## src/rtl/uart_frame_parser_pkg.sv

```systemverilog
// Shared types and constants for the UART command-frame parser.
package uart_frame_pkg;

  typedef enum logic [2:0] {
    HUNT    = 3'd0,
    CMD     = 3'd1,
    LEN     = 3'd2,
    PAYLOAD = 3'd3,
    CHK     = 3'd4
  } parser_state_e;

  localparam logic [1:0] ERR_NONE    = 2'd0;
  localparam logic [1:0] ERR_CHK     = 2'd1;
  localparam logic [1:0] ERR_LEN     = 2'd2;
  localparam logic [1:0] ERR_TIMEOUT = 2'd3;

  localparam logic [7:0] DEFAULT_HEADER = 8'hA5;

endpackage

```

## src/rtl/uart_frame_parser_gap_timer.sv

```systemverilog
// Inter-byte gap counter: cleared by clear, counts while enabled, flags the
// expiry cycle. Clear has priority so a byte arriving on expiry wins.
module uart_gap_timer #(
  parameter int TIMEOUT_CYC = 50000
) (
  input  logic clk,
  input  logic rst_n,
  input  logic clear,
  input  logic enable,
  output logic expire
);

  localparam int W = $clog2(TIMEOUT_CYC + 1);
  localparam logic [W-1:0] LAST = W'(TIMEOUT_CYC - 1);

  logic [W-1:0] cnt_q, cnt_d;

  always_comb begin
    cnt_d = cnt_q;
    if (clear) begin
      cnt_d = '0;
    end else if (enable && (cnt_q != LAST)) begin
      cnt_d = cnt_q + 1'b1;
    end
  end

  always_ff @(posedge clk or negedge rst_n) begin
    if (!rst_n) begin
      cnt_q <= '0;
    end else begin
      cnt_q <= cnt_d;
    end
  end

  assign expire = enable && !clear && (cnt_q == LAST);

endmodule

```

## src/rtl/uart_frame_parser.sv

```systemverilog
// Assembles header/CMD/LEN/payload/checksum frames from a UART byte stream.
// Define UART_PARSER_TIMEOUT_EN to abort frames on an inter-byte gap.
module uart_frame_parser
  import uart_frame_pkg::*;
#(
  parameter logic [7:0] HEADER      = DEFAULT_HEADER,
  parameter int         MAX_LEN     = 16,
  parameter int         TIMEOUT_CYC = 50000
) (
  input  logic       clk,
  input  logic       rst_n,
  input  logic [7:0] rx_data,
  input  logic       rx_valid,
  output logic [7:0] cmd_out,
  output logic [7:0] len_out,
  output logic [7:0] pl_data,
  output logic       pl_valid,
  output logic [7:0] pl_idx,
  output logic       frame_ok,
  output logic       frame_err,
  output logic [1:0] err_code,
  output logic       busy
);

  localparam logic [7:0] MAX_LEN_B = 8'(MAX_LEN);

  parser_state_e state_q, state_d;
  logic [7:0] cmd_q, cmd_d, len_q, len_d;
  logic [7:0] pl_data_q, pl_data_d, pl_idx_q, pl_idx_d;
  logic       pl_valid_q, pl_valid_d, frame_ok_q, frame_ok_d;
  logic       frame_err_q, frame_err_d, busy_q, busy_d;
  logic [1:0] err_code_q, err_code_d;
  logic [7:0] sum_q, sum_d, idx_q, idx_d;
  logic       timeout_expire;

`ifdef UART_PARSER_TIMEOUT_EN
  uart_gap_timer #(
    .TIMEOUT_CYC(TIMEOUT_CYC)
  ) u_gap_timer (
    .clk   (clk),
    .rst_n (rst_n),
    .clear (rx_valid || (state_q == HUNT)),
    .enable(state_q != HUNT),
    .expire(timeout_expire)
  );
`else
  logic unused_timeout_cfg;
  assign unused_timeout_cfg = (TIMEOUT_CYC > 0);
  assign timeout_expire = 1'b0;
`endif

  always_ff @(posedge clk or negedge rst_n) begin
    if (!rst_n) begin
      state_q <= HUNT;
    end else begin
      state_q <= state_d;
    end
  end

  always_comb begin
    state_d = state_q;
    if (rx_valid) begin
      case (state_q)
        HUNT:    if (rx_data == HEADER) state_d = CMD;
        CMD:     state_d = LEN;
        LEN: begin
          if (rx_data > MAX_LEN_B)   state_d = HUNT;
          else if (rx_data == 8'd0)  state_d = CHK;
          else                       state_d = PAYLOAD;
        end
        PAYLOAD: if (idx_q == len_q - 8'd1) state_d = CHK;
        CHK:     state_d = HUNT;
        default: state_d = HUNT;
      endcase
    end else if (timeout_expire) begin
      state_d = HUNT;
    end
  end

  // Output and datapath next values; everything lands in flops one clk later.
  always_comb begin
    cmd_d       = cmd_q;
    len_d       = len_q;
    pl_data_d   = pl_data_q;
    pl_idx_d    = pl_idx_q;
    pl_valid_d  = 1'b0;
    frame_ok_d  = 1'b0;
    frame_err_d = 1'b0;
    err_code_d  = err_code_q;
    sum_d       = sum_q;
    idx_d       = idx_q;
    busy_d      = (state_d != HUNT);
    if (rx_valid) begin
      case (state_q)
        CMD: begin
          cmd_d = rx_data;
          sum_d = rx_data;
        end
        LEN: begin
          len_d = rx_data;
          sum_d = sum_q + rx_data;
          idx_d = 8'd0;
          if (rx_data > MAX_LEN_B) begin
            frame_err_d = 1'b1;
            err_code_d  = ERR_LEN;
          end
        end
        PAYLOAD: begin
          pl_data_d  = rx_data;
          pl_valid_d = 1'b1;
          pl_idx_d   = idx_q;
          sum_d      = sum_q + rx_data;
          idx_d      = idx_q + 8'd1;
        end
        CHK: begin
          if (rx_data == sum_q) begin
            frame_ok_d = 1'b1;
            err_code_d = ERR_NONE;
          end else begin
            frame_err_d = 1'b1;
            err_code_d  = ERR_CHK;
          end
        end
        default: ;
      endcase
    end else if (timeout_expire) begin
      frame_err_d = 1'b1;
      err_code_d  = ERR_TIMEOUT;
    end
  end

  always_ff @(posedge clk or negedge rst_n) begin
    if (!rst_n) begin
      cmd_q       <= '0;
      len_q       <= '0;
      pl_data_q   <= '0;
      pl_idx_q    <= '0;
      pl_valid_q  <= 1'b0;
      frame_ok_q  <= 1'b0;
      frame_err_q <= 1'b0;
      err_code_q  <= ERR_NONE;
      sum_q       <= '0;
      idx_q       <= '0;
      busy_q      <= 1'b0;
    end else begin
      cmd_q       <= cmd_d;
      len_q       <= len_d;
      pl_data_q   <= pl_data_d;
      pl_idx_q    <= pl_idx_d;
      pl_valid_q  <= pl_valid_d;
      frame_ok_q  <= frame_ok_d;
      frame_err_q <= frame_err_d;
      err_code_q  <= err_code_d;
      sum_q       <= sum_d;
      idx_q       <= idx_d;
      busy_q      <= busy_d;
    end
  end

  assign cmd_out   = cmd_q;
  assign len_out   = len_q;
  assign pl_data   = pl_data_q;
  assign pl_idx    = pl_idx_q;
  assign pl_valid  = pl_valid_q;
  assign frame_ok  = frame_ok_q;
  assign frame_err = frame_err_q;
  assign err_code  = err_code_q;
  assign busy      = busy_q;

endmodule

```

## config.mk

```make
export PLATFORM = sky130hd
export DESIGN_NAME = uart_frame_parser
export DESIGN_NICKNAME = d
export VERILOG_FILES = /design/src/rtl/uart_frame_parser_pkg.sv /design/src/rtl/uart_frame_parser_gap_timer.sv /design/src/rtl/uart_frame_parser.sv
export SDC_FILE = /design/constraint.sdc
export NUM_CORES = 1
export LEC_CHECK = 0
export BUFFER_PORTS_ARGS = -buffer_cell sky130_fd_sc_hd__clkbuf_2
export CAP_MARGIN = 20
export CORE_AREA = 2 2 80 82
export CTS_CLUSTER_SIZE = 30
export DETAILED_ROUTE_END_ITERATION = 7
export DIE_AREA = 0 0 82 84
export GPL_ROUTABILITY_DRIVEN = 1
export MAX_ROUTING_LAYER = met4
export PLACE_DENSITY_LB_ADDON = 0.08
export SYNTH_ARGS = -nofsm -noshare
export SYNTH_HDL_FRONTEND = slang
export SYNTH_SLANG_ARGS = --single-unit
```

## constraint.sdc

```tcl
create_clock -name clk -period 2.6 [get_ports clk]
set_input_delay 0.52 -clock clk [delete_from_list [all_inputs] [get_ports clk]]
set_output_delay 0.52 -clock clk [all_outputs]
set_load 0.01 [all_outputs]
```

==> metrics.md <==
| Metric | Value |
|---|---|
| Outcome | `completed` |
| Int Pwr | `2.14 mW` |
| Total power | `3.09 mW` |
| Comb pwr share | `0.289` |
| Final hold vios | `0` |
| Area leader, netlist | `dfrtp_1` |
| Layout Cells excl Fill | `431` |
| Routed length per placed instance | `16.6 um` |
| Post-synthesis simple-gate area fraction | `0.152` |
| Setup CP Type | `flip-flop to flip-flop` |
| Net Count, Synth | `307` |
| Most frequent cells in the layout | `dfrtp_1 (57), clkbuf_2 (48), mux2_2 (29)` |
| Cells after Synth | `286` |
| Switching share of power | `0.307` |
| Ys async rst share | `1.00` |
| Most used DFF post-synth | `dfrtp_1` |
| Hold Path Class | `primary input to asynchronous set/reset pin` |
| Longest Clk Path Bufs | `2` |
| Sum of net half-perimeters after detailed placement | `5060 um` |
| Vias per inst | `5.55` |
| Vias post-DR | `2,392` |
| PortBufs | `48` |
| Post-place setup slack | `0.0238 ns` |
| Layout cell share with drive strength beyond 1 | `0.345` |
| Final max-slew violation count | `0` |
| H-tree Lvls | `3` |
| Number of synthesized flops with an enable pin | `0` |
| Largest family of logic cells by synthesized area | `simple AND/OR/NAND/NOR gates` |
| Initial antenna violation count | `0` |
| Inserted Clock Buffers | `9` |
| Worst Path Max Fanout | `3` |
| Fillers | `535` |
| Clock power share | `0.343` |
| CTS root buf | `clkbuf_8` |
| Final setup viols | `0` |
| Total GRT Usage | `0.240` |
| Commonest non-fill, non-tap cell in the layout | `dfrtp_1` |
| Number of DRC markers in iteration 0 | `117` |
| Power Density | `839 nW/um2` |
| Hold Slack | `0.180 ns` |
| CP Data Arrival Time | `2.72 ns` |
| Die width | `82 um` |
| CP Data Required Time | `2.81 ns` |
| Skew-Pair Late Insertion Delay | `0.35 ns` |
| Fmax | `0.398 GHz` |
| Antenna cells | `0` |
| Syn avg cell area | `10.4 um2` |
| Share of the synthesized area in the top cell type | `0.479` |
| Final Critical Period | `2.51 ns` |
| Die area | `6890 um2` |
| Site row count | `29` |
| Reg2reg path depth | `9` |
| Total grt overflow | `0` |
| Largest net degree at the start of global routing | `34` |
| Max VDD drop | `0.495 mV` |
| Mux share of post-synthesis cell area | `0.130` |
| Area Overhead vs Synth | `23.7%` |
| Starting Density | `0.489` |
| Vias in the first global route | `2,418` |
| Critical path capture point type | `flip-flop` |
| Total Wirelength | `7170 um` |
| Placed instance area | `3410 um2` |
| Cts hold-fix bufs | `0` |
| Max_cap viols | `0` |
| Fin util | `0.604` |
| Routability cong. | `0.874` |
| Switching power | `0.949 mW` |
| First-pass detailed-route iteration total | `4` |
| Synth Area in Adders | `0.0445` |
| Measured slew at the worst slew-check pin | `0.642 ns` |
| Nature of the critical path startpoint | `flip-flop` |
| Synth warnings | `0` |
| Sequential area share after synthesis | `0.479` |
| Ports | `49` |
| Routed Antenna Nets | `0` |
| Post-route clock period utilization | `0.965` |
| Mapped Area | `2980 um2` |
| Area contributors post-synth | `dfrtp_1 (48%), mux2_2 (11%), ha_1 (3.8%), nand2_1 (3.5%), xnor2_1 (2.9%)` |
| Post-route cell area | `3680 um2` |
| Inst Count DP | `415` |
| Die height | `84 um` |
| Post-synthesis compound-gate area fraction | `0.126` |
| Flops & latches, synth | `57` |
| Core Footprint | `6100 um2` |
| CTS tree | `done` |
| Sequential power share | `0.368` |
| Global-route wire length before repair | `11,900 um` |
| Xor and xnor area share after synthesis | `0.0353` |
| Final nets | `370` |
| DRC viols | `0` |
| Max-slew headroom | `0.572` |
| Final setup margin | `0.0904 ns` |
| Sink Count | `57` |
| Leakage | `1.86 nW` |
| # Post-CTS Setup Buffers | `0` |
| Setup TNS | `0 ns` |
| Worst Skew | `0.0158 ns` |
| Library cells used by synthesis | `45` |
| CTS clk-pin slew, worst paths | `0.07 ns` |
==> area by class of cell <==
type                       instances  area [um2]  share of cell area
multi-input combinational        203        1470               0.400
sequential                        57        1430               0.387
timing repair buffer              66         388               0.105
clock buffer                      12         155              0.0421
clock inverter                     4        98.8              0.0268
tap                               77        96.3              0.0262
inverter                          12        45.0              0.0122
==> registers in the layout (all words and copies together), names as in the netlist <==
signal and cells:
cmd_out 8, idx_q 8, len_out 8, pl_data 8
pl_idx 8, sum_q 8, state_q 3, err_code 2
busy 1, frame_err 1, frame_ok 1, pl_valid 1
==> synthesized netlist by cell type, drive strengths merged (2+ instances only) <==
cell type / number
nand2: 29
ha: 9
clkbuf: 14
o21ai: 16
and3: 2
nand3: 10
a21o: 4
dfrtp: 57
mux2: 29
or3: 2
xor2: 2
a22o: 7
inv: 12
nor2: 14
nand2b: 3
or2: 2
nand3b: 2
a211o: 3
mux2i: 6
a211oi: 2
a21oi: 13
o2111ai: 2
nor3: 10
xnor2: 10
or4: 2
nor2b: 3
o21bai: 4
nor4: 4
==> critical path, cell delays in order (launching register included) <==
cell	delay [ns]
dfrtp_1	0.39
inv_2	0.07
ha_2	0.16
or3b_4	0.39
or4_4	0.44
a211oi_4	0.25
o2111ai_2	0.13
nand2_1	0.12
nand2_2	0.06
or3_1	0.37
==> final timing paths <==
kind                             from       end  slack [ns]
max                        len_out[1]      busy        0.09
min                             rst_n  idx_q[5]        0.18
max reg2reg                len_out[1]      busy        0.09
min reg2reg                  sum_q[3]  sum_q[3]        0.49
max in group asynchronous       rst_n  sum_q[0]        1.80
min in group clk             sum_q[3]  sum_q[3]        0.49
==> layer usage <==
metal  track usage  part of all wire  routed length (um)
met2         0.323              0.45                3250
met3        0.0563             0.044                 318
met1         0.346              0.49                3510
met5             -                 0                   0
met4        0.0985             0.014                  99
==> timing repair <==
| item | in CTS | in global routing |
|---|---|---|
| pin swaps | 0 | 4 |
| gates resized for setup | 1 | 5 |
| endpoints found under the setup margin | 1 | 1 |
==> power groups by stage <==
stage	Combinational [mW]	Clock [mW]	Sequential (mW)
global placement	0.842	0	1.15
detailed placement	0.860	0	1.15
CTS	0.874	1.07	1.13
global route	0.994	1.13	1.16
finish	0.893	1.06	1.14
floorplan	0.516	0	1.18
==> cell families after synthesis <==
family,after synthesis
AO/OA/AOI/OAI,56
XOR/XNOR,12
adder cells (fa/ha/maj),10
buffers and inverters,26
flip-flops,57
multiplexers,35
AND/OR/NAND/NOR,90
(Power assumes the default switching activity.)
